### src/rtl/pipe_stage_reg.sv
`default_nettype none
// ============================================================================
// Module  : pipe_stage_reg
// Brief   : Valid/ready pipeline stage register with an optional skid entry,
//           flush with control squashing and a saturating squash counter.
// Rev     : 1.0  initial release
// ============================================================================
module pipe_stage_reg #(
  parameter int DATA_W  = 128,
  parameter int CTRL_W  = 8,
  parameter int SKID_EN = 1,
  parameter int CNT_W   = 8
) (
  input  logic              clk,
  input  logic              rst,
  input  logic              flush,
  input  logic              in_valid,
  output logic              in_ready,
  input  logic [DATA_W-1:0] in_data,
  input  logic [CTRL_W-1:0] in_ctrl,
  output logic              out_valid,
  input  logic              out_ready,
  output logic [DATA_W-1:0] out_data,
  output logic [CTRL_W-1:0] out_ctrl,
  output logic [1:0]        occupancy,
  output logic [CNT_W-1:0]  squash_cnt
);

  // State encoding equals the number of held entries.
  typedef enum logic [1:0] {
    ST_EMPTY = 2'd0,
    ST_ONE   = 2'd1,
    ST_TWO   = 2'd2
  } state_t;

  state_t             r_state;
  state_t             w_state_nxt;
  logic [DATA_W-1:0]  r_main_data;
  logic [CTRL_W-1:0]  r_main_ctrl;
  logic [DATA_W-1:0]  r_skid_data;
  logic [CTRL_W-1:0]  r_skid_ctrl;
  logic [CNT_W-1:0]   r_squash;

  logic               w_main_valid;
  logic               w_in_ready;
  logic               w_in_xfer;
  logic               w_out_xfer;
  logic               w_ld_main_in;
  logic               w_ld_main_skid;
  logic               w_ld_skid;
  logic [1:0]         w_discard;
  logic [CNT_W:0]     w_squash_sum;
  logic [CNT_W-1:0]   w_squash_nxt;

  assign w_main_valid = (r_state != ST_EMPTY);
  assign w_in_xfer    = in_valid & w_in_ready;
  assign w_out_xfer   = w_main_valid & out_ready;

  always_comb begin
    w_state_nxt    = r_state;
    w_ld_main_in   = 1'b0;
    w_ld_main_skid = 1'b0;
    w_ld_skid      = 1'b0;
    case (r_state)
      ST_EMPTY: begin
        if (w_in_xfer) begin
          w_ld_main_in = 1'b1;
          w_state_nxt  = ST_ONE;
        end
      end
      ST_ONE: begin
        if (w_in_xfer && w_out_xfer) begin
          w_ld_main_in = 1'b1;
        end else if (w_in_xfer && (SKID_EN != 0)) begin
          w_ld_skid   = 1'b1;
          w_state_nxt = ST_TWO;
        end else if (w_out_xfer) begin
          w_state_nxt = ST_EMPTY;
        end
      end
      ST_TWO: begin
        if (w_out_xfer) begin
          w_ld_main_skid = 1'b1;
          w_state_nxt    = ST_ONE;
        end
      end
      default: w_state_nxt = ST_EMPTY;
    endcase
  end

  // An entry handed downstream on the flush edge is not a squashed entry.
  assign w_discard    = r_state - {1'b0, w_out_xfer};
  assign w_squash_sum = {1'b0, r_squash} + (CNT_W+1)'(w_discard);
  assign w_squash_nxt = w_squash_sum[CNT_W] ? {CNT_W{1'b1}} : w_squash_sum[CNT_W-1:0];

  always_ff @(posedge clk) begin
    if (rst) begin
      r_state     <= ST_EMPTY;
      r_main_data <= '0;
      r_main_ctrl <= '0;
      r_skid_data <= '0;
      r_skid_ctrl <= '0;
      r_squash    <= '0;
    end else if (flush) begin
      r_state     <= ST_EMPTY;
      r_main_ctrl <= '0;
      r_skid_ctrl <= '0;
      r_squash    <= w_squash_nxt;
    end else begin
      r_state <= w_state_nxt;
      if (w_ld_main_in) begin
        r_main_data <= in_data;
        r_main_ctrl <= in_ctrl;
      end else if (w_ld_main_skid) begin
        r_main_data <= r_skid_data;
        r_main_ctrl <= r_skid_ctrl;
      end
      if (w_ld_skid) begin
        r_skid_data <= in_data;
        r_skid_ctrl <= in_ctrl;
      end
    end
  end

  generate
    if (SKID_EN != 0) begin : g_skid
      // Registered ready: no combinational path from out_ready.
      logic r_in_ready;
      always_ff @(posedge clk) begin
        if (rst || flush) begin
          r_in_ready <= 1'b1;
        end else begin
          r_in_ready <= (w_state_nxt != ST_TWO);
        end
      end
      assign w_in_ready = r_in_ready;
    end else begin : g_single
      assign w_in_ready = !w_main_valid | out_ready;
    end
  endgenerate

  assign in_ready   = w_in_ready;
  assign out_valid  = w_main_valid;
  assign out_data   = r_main_data;
  assign out_ctrl   = r_main_ctrl & {CTRL_W{w_main_valid}};
  assign occupancy  = r_state;
  assign squash_cnt = r_squash;

endmodule
`default_nettype wire
### config.mk
export PLATFORM = sky130hd
export DESIGN_NAME = pipe_stage_reg
export DESIGN_NICKNAME = d
export VERILOG_FILES = /design/src/rtl/pipe_stage_reg.sv
export SDC_FILE = /design/constraint.sdc
export NUM_CORES = 1
export LEC_CHECK = 0
export ABC_AREA = 0
export BUFFER_PORTS_ARGS = -buffer_cell sky130_fd_sc_hd__buf_4
export CORE_AREA = 8 8 152 168
export CTS_BUF_LIST = sky130_fd_sc_hd__clkbuf_16
export DETAILED_ROUTE_END_ITERATION = 7
export DIE_AREA = 0 0 160 176
export GPL_TIMING_DRIVEN = 0
export PLACE_DENSITY = 0.75
export SYNTH_ARGS = -nofsm -noshare
export SYNTH_HDL_FRONTEND = slang
export SYNTH_SLANG_ARGS = --single-unit
export TNS_END_PERCENT = 20
### constraint.sdc
create_clock -name clk -period 3.05 [get_ports clk]
set_clock_uncertainty 0.2 [all_clocks]
set_input_delay 0.305 -clock clk [delete_from_list [all_inputs] [get_ports clk]]
set_output_delay 0.305 -clock clk [all_outputs]
set_load 0.02 [all_outputs]
## Word level (Yosys, flattened, before mapping)

Index checks and enable logic that the tools add are counted.

- Reductions and logical operators: 8
- Equal/unequal tests: 3
- Bitwise logic cells: 4
- Mux-type cells: 18
- Add/subtract/negate cells: 2

Operator list:

| operator | count |
|---|---|
| $mux W128 | 2 |
| $mux W8 | 3 |
| $mux W2 | 5 |
| $add A8 B2 Y9 | 1 |
| $and A8 B8 Y8 | 1 |
| $mux W1 | 6 |
| $pmux W2 S3 | 1 |
| $reduce_and A2 Y1 | 2 |
| $reduce_bool A2 Y1 | 2 |
| $and A1 B1 Y1 | 2 |
| $eq A2 B1 Y1 const B | 1 |
| $eq A2 B2 Y1 const B | 1 |
| $logic_not A2 Y1 | 1 |
| $ne A2 B2 Y1 const B | 1 |
| $pmux W1 S2 | 1 |
| $reduce_or A2 Y1 | 1 |
| $sub A2 B1 Y2 | 1 |
| $logic_and A1 B1 Y1 | 1 |
| $logic_or A1 B1 Y1 | 1 |
| $not A1 Y1 | 1 |

- Bits in registers: 283
- Output and inout bits: 148
- Word-level logic and storage cells: 42
- Bits of input ports: 141

## Depth between registers and ports, before layout

- Depth in word-level cells: 7
- Mapped depth: 12
- Mapped depth without buffers: 11

## Least setup slack after synthesis

OpenSTA, ideal clock, no wires.

- Path type: reg-to-reg
- Start: register r_state[1], in the netlist occupancy[1]
- End: register r_squash[4], in the netlist squash_cnt[4]
- Period minus slack after synthesis: 3.009 ns
- Cell stages (with the launch flop): 12
- Arrival time: 2.731 ns
- Setup time: 0.078 ns
- Path buffers: 2
- Slack: 0.041 ns
- Required time: 2.772 ns
- Path through: dfxtp_1 -> buf_2 -> nor2_1 -> inv_1 -> nand2_1 -> ha_1 -> ha_1 -> fa_1 -> and3_1 -> clkbuf_1 -> and4_1 -> nor3_1

- Longest elaborated chain between the ends: 5

RTL lines:

| item | RTL line | source |
|---|---|---|
| start: declaration | 36 | `state_t r_state;` |
| start signal: assignment | 110 | `r_state <= w_state_nxt;` |
| $reduce_bool A2 Y1 | 55 | `assign w_main_valid = (r_state != ST_EMPTY);` |
| via out_valid | 21 | `output logic out_valid,` |
| $and A1 B1 Y1 | 57 | `assign w_out_xfer = w_main_valid & out_ready;` |
| $sub A2 B1 Y2 | 92 | `assign w_discard = r_state - {1'b0, w_out_xfer};` |
| $add A8 B2 Y9 | 93 | `assign w_squash_sum = {1'b0, r_squash} + (CNT_W+1)'(w_discard);` |
| $mux W8 | 94 | `assign w_squash_nxt = w_squash_sum[CNT_W] ? {CNT_W{1'b1}} : w_squash_sum[CNT_W-1:0];` |
| end signal: assignment | 108 | `r_squash <= w_squash_nxt;` |
| end: declaration | 42 | `logic [CNT_W-1:0] r_squash;` |

The timed path passes the listed nets, and every way through them passes these cells.
A chain may end at the register's enable or synchronous reset.

## Worst setup path in the final report

- Start: register r_state[0], in the netlist occupancy[0]
- End: register r_squash[4], in the netlist squash_cnt[4]

- Longest elaborated chain between the ends: 5

RTL lines:

| item | RTL line |
|---|---|
| $reduce_bool A2 Y1 | 55 |
| $and A1 B1 Y1 | 57 |
| $sub A2 B1 Y2 (*) | 92 |
| $add A8 B2 Y9 (*) | 93 |
| $mux W8 (*) | 94 |

Mark *: on every way between the ends. The rest lies on a longest branch, timed or not.

==> flow_metrics.tcl <==
set metrics [dict create \
    status "finished, final reports clean" \
    wl_met3_um 2394 \
    relSlewSlack_pct 41.80 \
    cpMostUsedCell "ha_1" \
    synth_area_sq_um 11200 \
    grt_max_degree 14 \
    cp_max_fo 9 \
    r2r_start "occupancy[0]$_SDFF_PP0_" \
    tightest_slew_ns 0.8729 \
    hold_path_end "in_ready$_SDFF_PP1_" \
    power_density_nw_per_um2 516.6 \
    yosysMostFrequentCell "dfxtp_1" \
    synth_ff_type "dfxtp_1" \
    pin_count 289 \
    wl_met1_um 14580 \
    drv_cap 0 \
    ir_worst_vdd_uv 481.0 \
    post-route-period-util_pct 94.37 \
    clk_latency_ns 0.54 \
    avgSynthCellArea_sq_um 8.716 \
    grt_setup_unrepaired "false" \
    setup_tns_ns 0 \
    hold_class "input port to flop" \
    path_cells "buf_2 -> nor2_4 -> inv_1 -> nand2_1 -> ha_1 -> ha_1 -> fa_1 -> and3_1 -> clkbuf_1 -> and4_1 -> nor3_1" \
    finalWorstSetupSlack_ns 0.1716 \
    floorplan.rows 58 \
    drt_iter0_drc 651 \
    clock.fmax_mhz 347.4 \
    cts_buffers 29 \
    final_net_count 1887 \
    syn_to_final_growth_pct 42.26 \
    pre_cts_slack_ns -0.1039 \
    drt_first_pass_iters 5 \
    power.total_w 0.008231 \
    htree_levels 1 \
    top_layer "met4" \
    hold_start "rst" \
    cts_tree "done" \
    synth_common_cells "dfxtp_1, nand2_1, nor2_1" \
    grt_pass1_vias 11128 \
    ys_top_cells_by_area "dfxtp_1, o221a_2, nand2_1" \
    coreArea_sq_um 22640 \
    n_fill_cell 1702 \
    portBuffers 287 \
    finalWirelength_um 34930 \
    ant_nets 0 \
    gp_congestion 0.8222 \
    fin_util_pct 70.37 \
    path_class "flop to flop" \
    setup_violations 0 \
    crit_path_end_kind "flop" \
    whs_path_depth 3 \
    root_buffer "clkbuf_16" \
    synth_largest_area_cell "dfxtp_1" \
    path_clk_slew_ns 0.06 \
    r2r_slack_ns 0.17 \
    clockBufferDepth 3 \
    startpoint_type "flop" \
    routed_via_density 5.310 \
    cp_top_family "simple AND/OR/NAND/NOR gates" \
    maxSlewViolCount 0 \
    syn_inst 1285 \
    start_util_pct 49.46 \
    die_x_um 160 \
    crit_buf_inv 3 \
    reg2regPathDepth 11 \
    synth_edf_count 0 \
    die_height_um 176 \
    ys_ff_latch 283 \
    synth_warnings 0 \
    numClockSinks 283 \
    critPathMaxStageDelay_ns 0.43 \
    drive_gt1_share_pct 28.56 \
    worstPathArrival_ns 3.14 \
    synth_top_area_share_pct 50.59 \
    post-cts-setup-buffer-count 0 \
    dr_wl_met2_um 16760 \
    grt_usage_pct 23.58 \
    async_reset_ff_share_pct 0 \
    r2r_end "squash_cnt[4]$_SDFFE_PP0P_" \
    grt.overflow.total 0 \
    period_needed_ns 2.878 \
    vias 10949 \
    dp_hpwl_um 23480 \
    hold_violations 0 \
    antenna_found_initial 1 \
    drc_errors 0 \
    die-area_sq_um 28160 \
    ys_seq_area_share_pct 50.59 \
    cp_slowest_cell "fa_1" \
    crit_required_ns 3.31 \
    wl_per_cell_um 16.94 \
    syn_nets 1432 \
    hold-worst-slack_ns 0.02488 \
    p_leak_nw 6.892 \
    synthDistinctLibCells 38 \
    grt_pass1_wl_um 56030 \
]
-- cells by family (layout without fill, tap and decap cells) --
logic type | count (synthesis) | in the layout | synth area share [%]
other | 0 | 1 | 0
AND/OR/NAND/NOR | 584 | 584 | 20.48
flip-flops | 283 | 283 | 50.59
XOR/XNOR | 1 | 1 | 0.07822
multiplexers | 10 | 10 | 0.8938
AO/OA/AOI/OAI | 290 | 290 | 20.42
adder cells (fa/ha/maj) | 6 | 6 | 0.7374
buffers and inverters | 111 | 587 | 6.804
-- registers in the layout, summed over array words and instances (netlist names) --
| signal | flops |
|---|---|
| squash_cnt | 8 |
| occupancy | 2 |
| r_main_ctrl | 8 |
| r_skid_ctrl | 8 |
| out_data | 128 |
| r_skid_data | 128 |
| in_ready | 1 |
-- how the worst max path moves through the flow --
stage                       startpoint                    endpoint  slack, ns  cells past startpoint
4_1_cts        occupancy[1]$_SDFF_PP0_  squash_cnt[4]$_SDFFE_PP0P_       0.06                     11
2_1_floorplan  occupancy[1]$_SDFF_PP0_  squash_cnt[4]$_SDFFE_PP0P_       0.04                     11
6_report       occupancy[0]$_SDFF_PP0_  squash_cnt[4]$_SDFFE_PP0P_       0.17                     11
3_5_place_dp   occupancy[1]$_SDFF_PP0_  squash_cnt[4]$_SDFFE_PP0P_      -0.10                     11
3_3_place_gp   occupancy[1]$_SDFF_PP0_  squash_cnt[4]$_SDFFE_PP0P_      -0.02                     11
5_1_grt        occupancy[1]$_SDFF_PP0_  squash_cnt[4]$_SDFFE_PP0P_       0.02                     12
-- routing by layer --
layer | global-route usage (%) | vias up
met4 | 8.807 | 0
met5 | 0 | -
li1 | - | 5323
met1 | 27.66 | 5156
met2 | 41.48 | 395
met3 | 5.334 | 75
-- stage by stage --
step	cells	instance area [sq um]
after global routing	2062	15930
after CTS	2061	15920
after detailed placement	1872	13730
after global placement	1872	13730
after floorplan	1285	11200
final	2062	15930
-- worst min-delay path, stage by stage --
cell and delay (ns):
clkbuf_1 0.18, or2_2 0.16, a211o_1 0.08
-- timing repair --
action	4_1_cts	5_1_grt
hold buffers	137	0
pin swaps	0	1
hold endpoints to repair	274	0
resized for setup	1	2
endpoints found under the setup margin	3	6
-- cell usage in the layout, fill, tap and decap left out, drive strengths merged, types with 2 or more instances in the layout --
master | Yosys | final
and3 | 4 | 4
dfxtp | 283 | 283
a21oi | 136 | 136
buf | 56 | 343
a311oi | 2 | 2
clkinv | 0 | 15
nor2b | 10 | 10
o21bai | 2 | 2
a31oi | 12 | 12
o221a | 128 | 128
clkbuf | 51 | 80
nand2 | 283 | 283
mux2i | 10 | 10
dlygate4sd3 | 0 | 137
nor3 | 5 | 5
nor2 | 270 | 270
o21ai | 8 | 8
inv | 4 | 12
ha | 5 | 5
nand3 | 3 | 3
-- report_power, final --
group | switching [W] | internal, W | total [W]
registers | 0.0000871 | 0.00384 | 0.00393
clock network | 0.00141 | 0.00170 | 0.00312
logic | 0.000575 | 0.000610 | 0.00119
total | 0.00208 | 0.00615 | 0.00823
-- final cells by class --
class	count	area [sq um]	share of cell area (%)
Antenna cell	1	2.502	0.01571
Buffer	107	747.0	4.688
Multi-Input combinational cell	891	4785	30.03
Clock buffer	29	725.7	4.555
Clock inverter	23	91.34	0.5733
Sequential cell	283	5665	35.56
Timing Repair Buffer	424	3526	22.13
Tap cell	300	375.4	2.356
Inverter	4	15.01	0.09424
No activity file was read; power rests on OpenSTA's default activity.
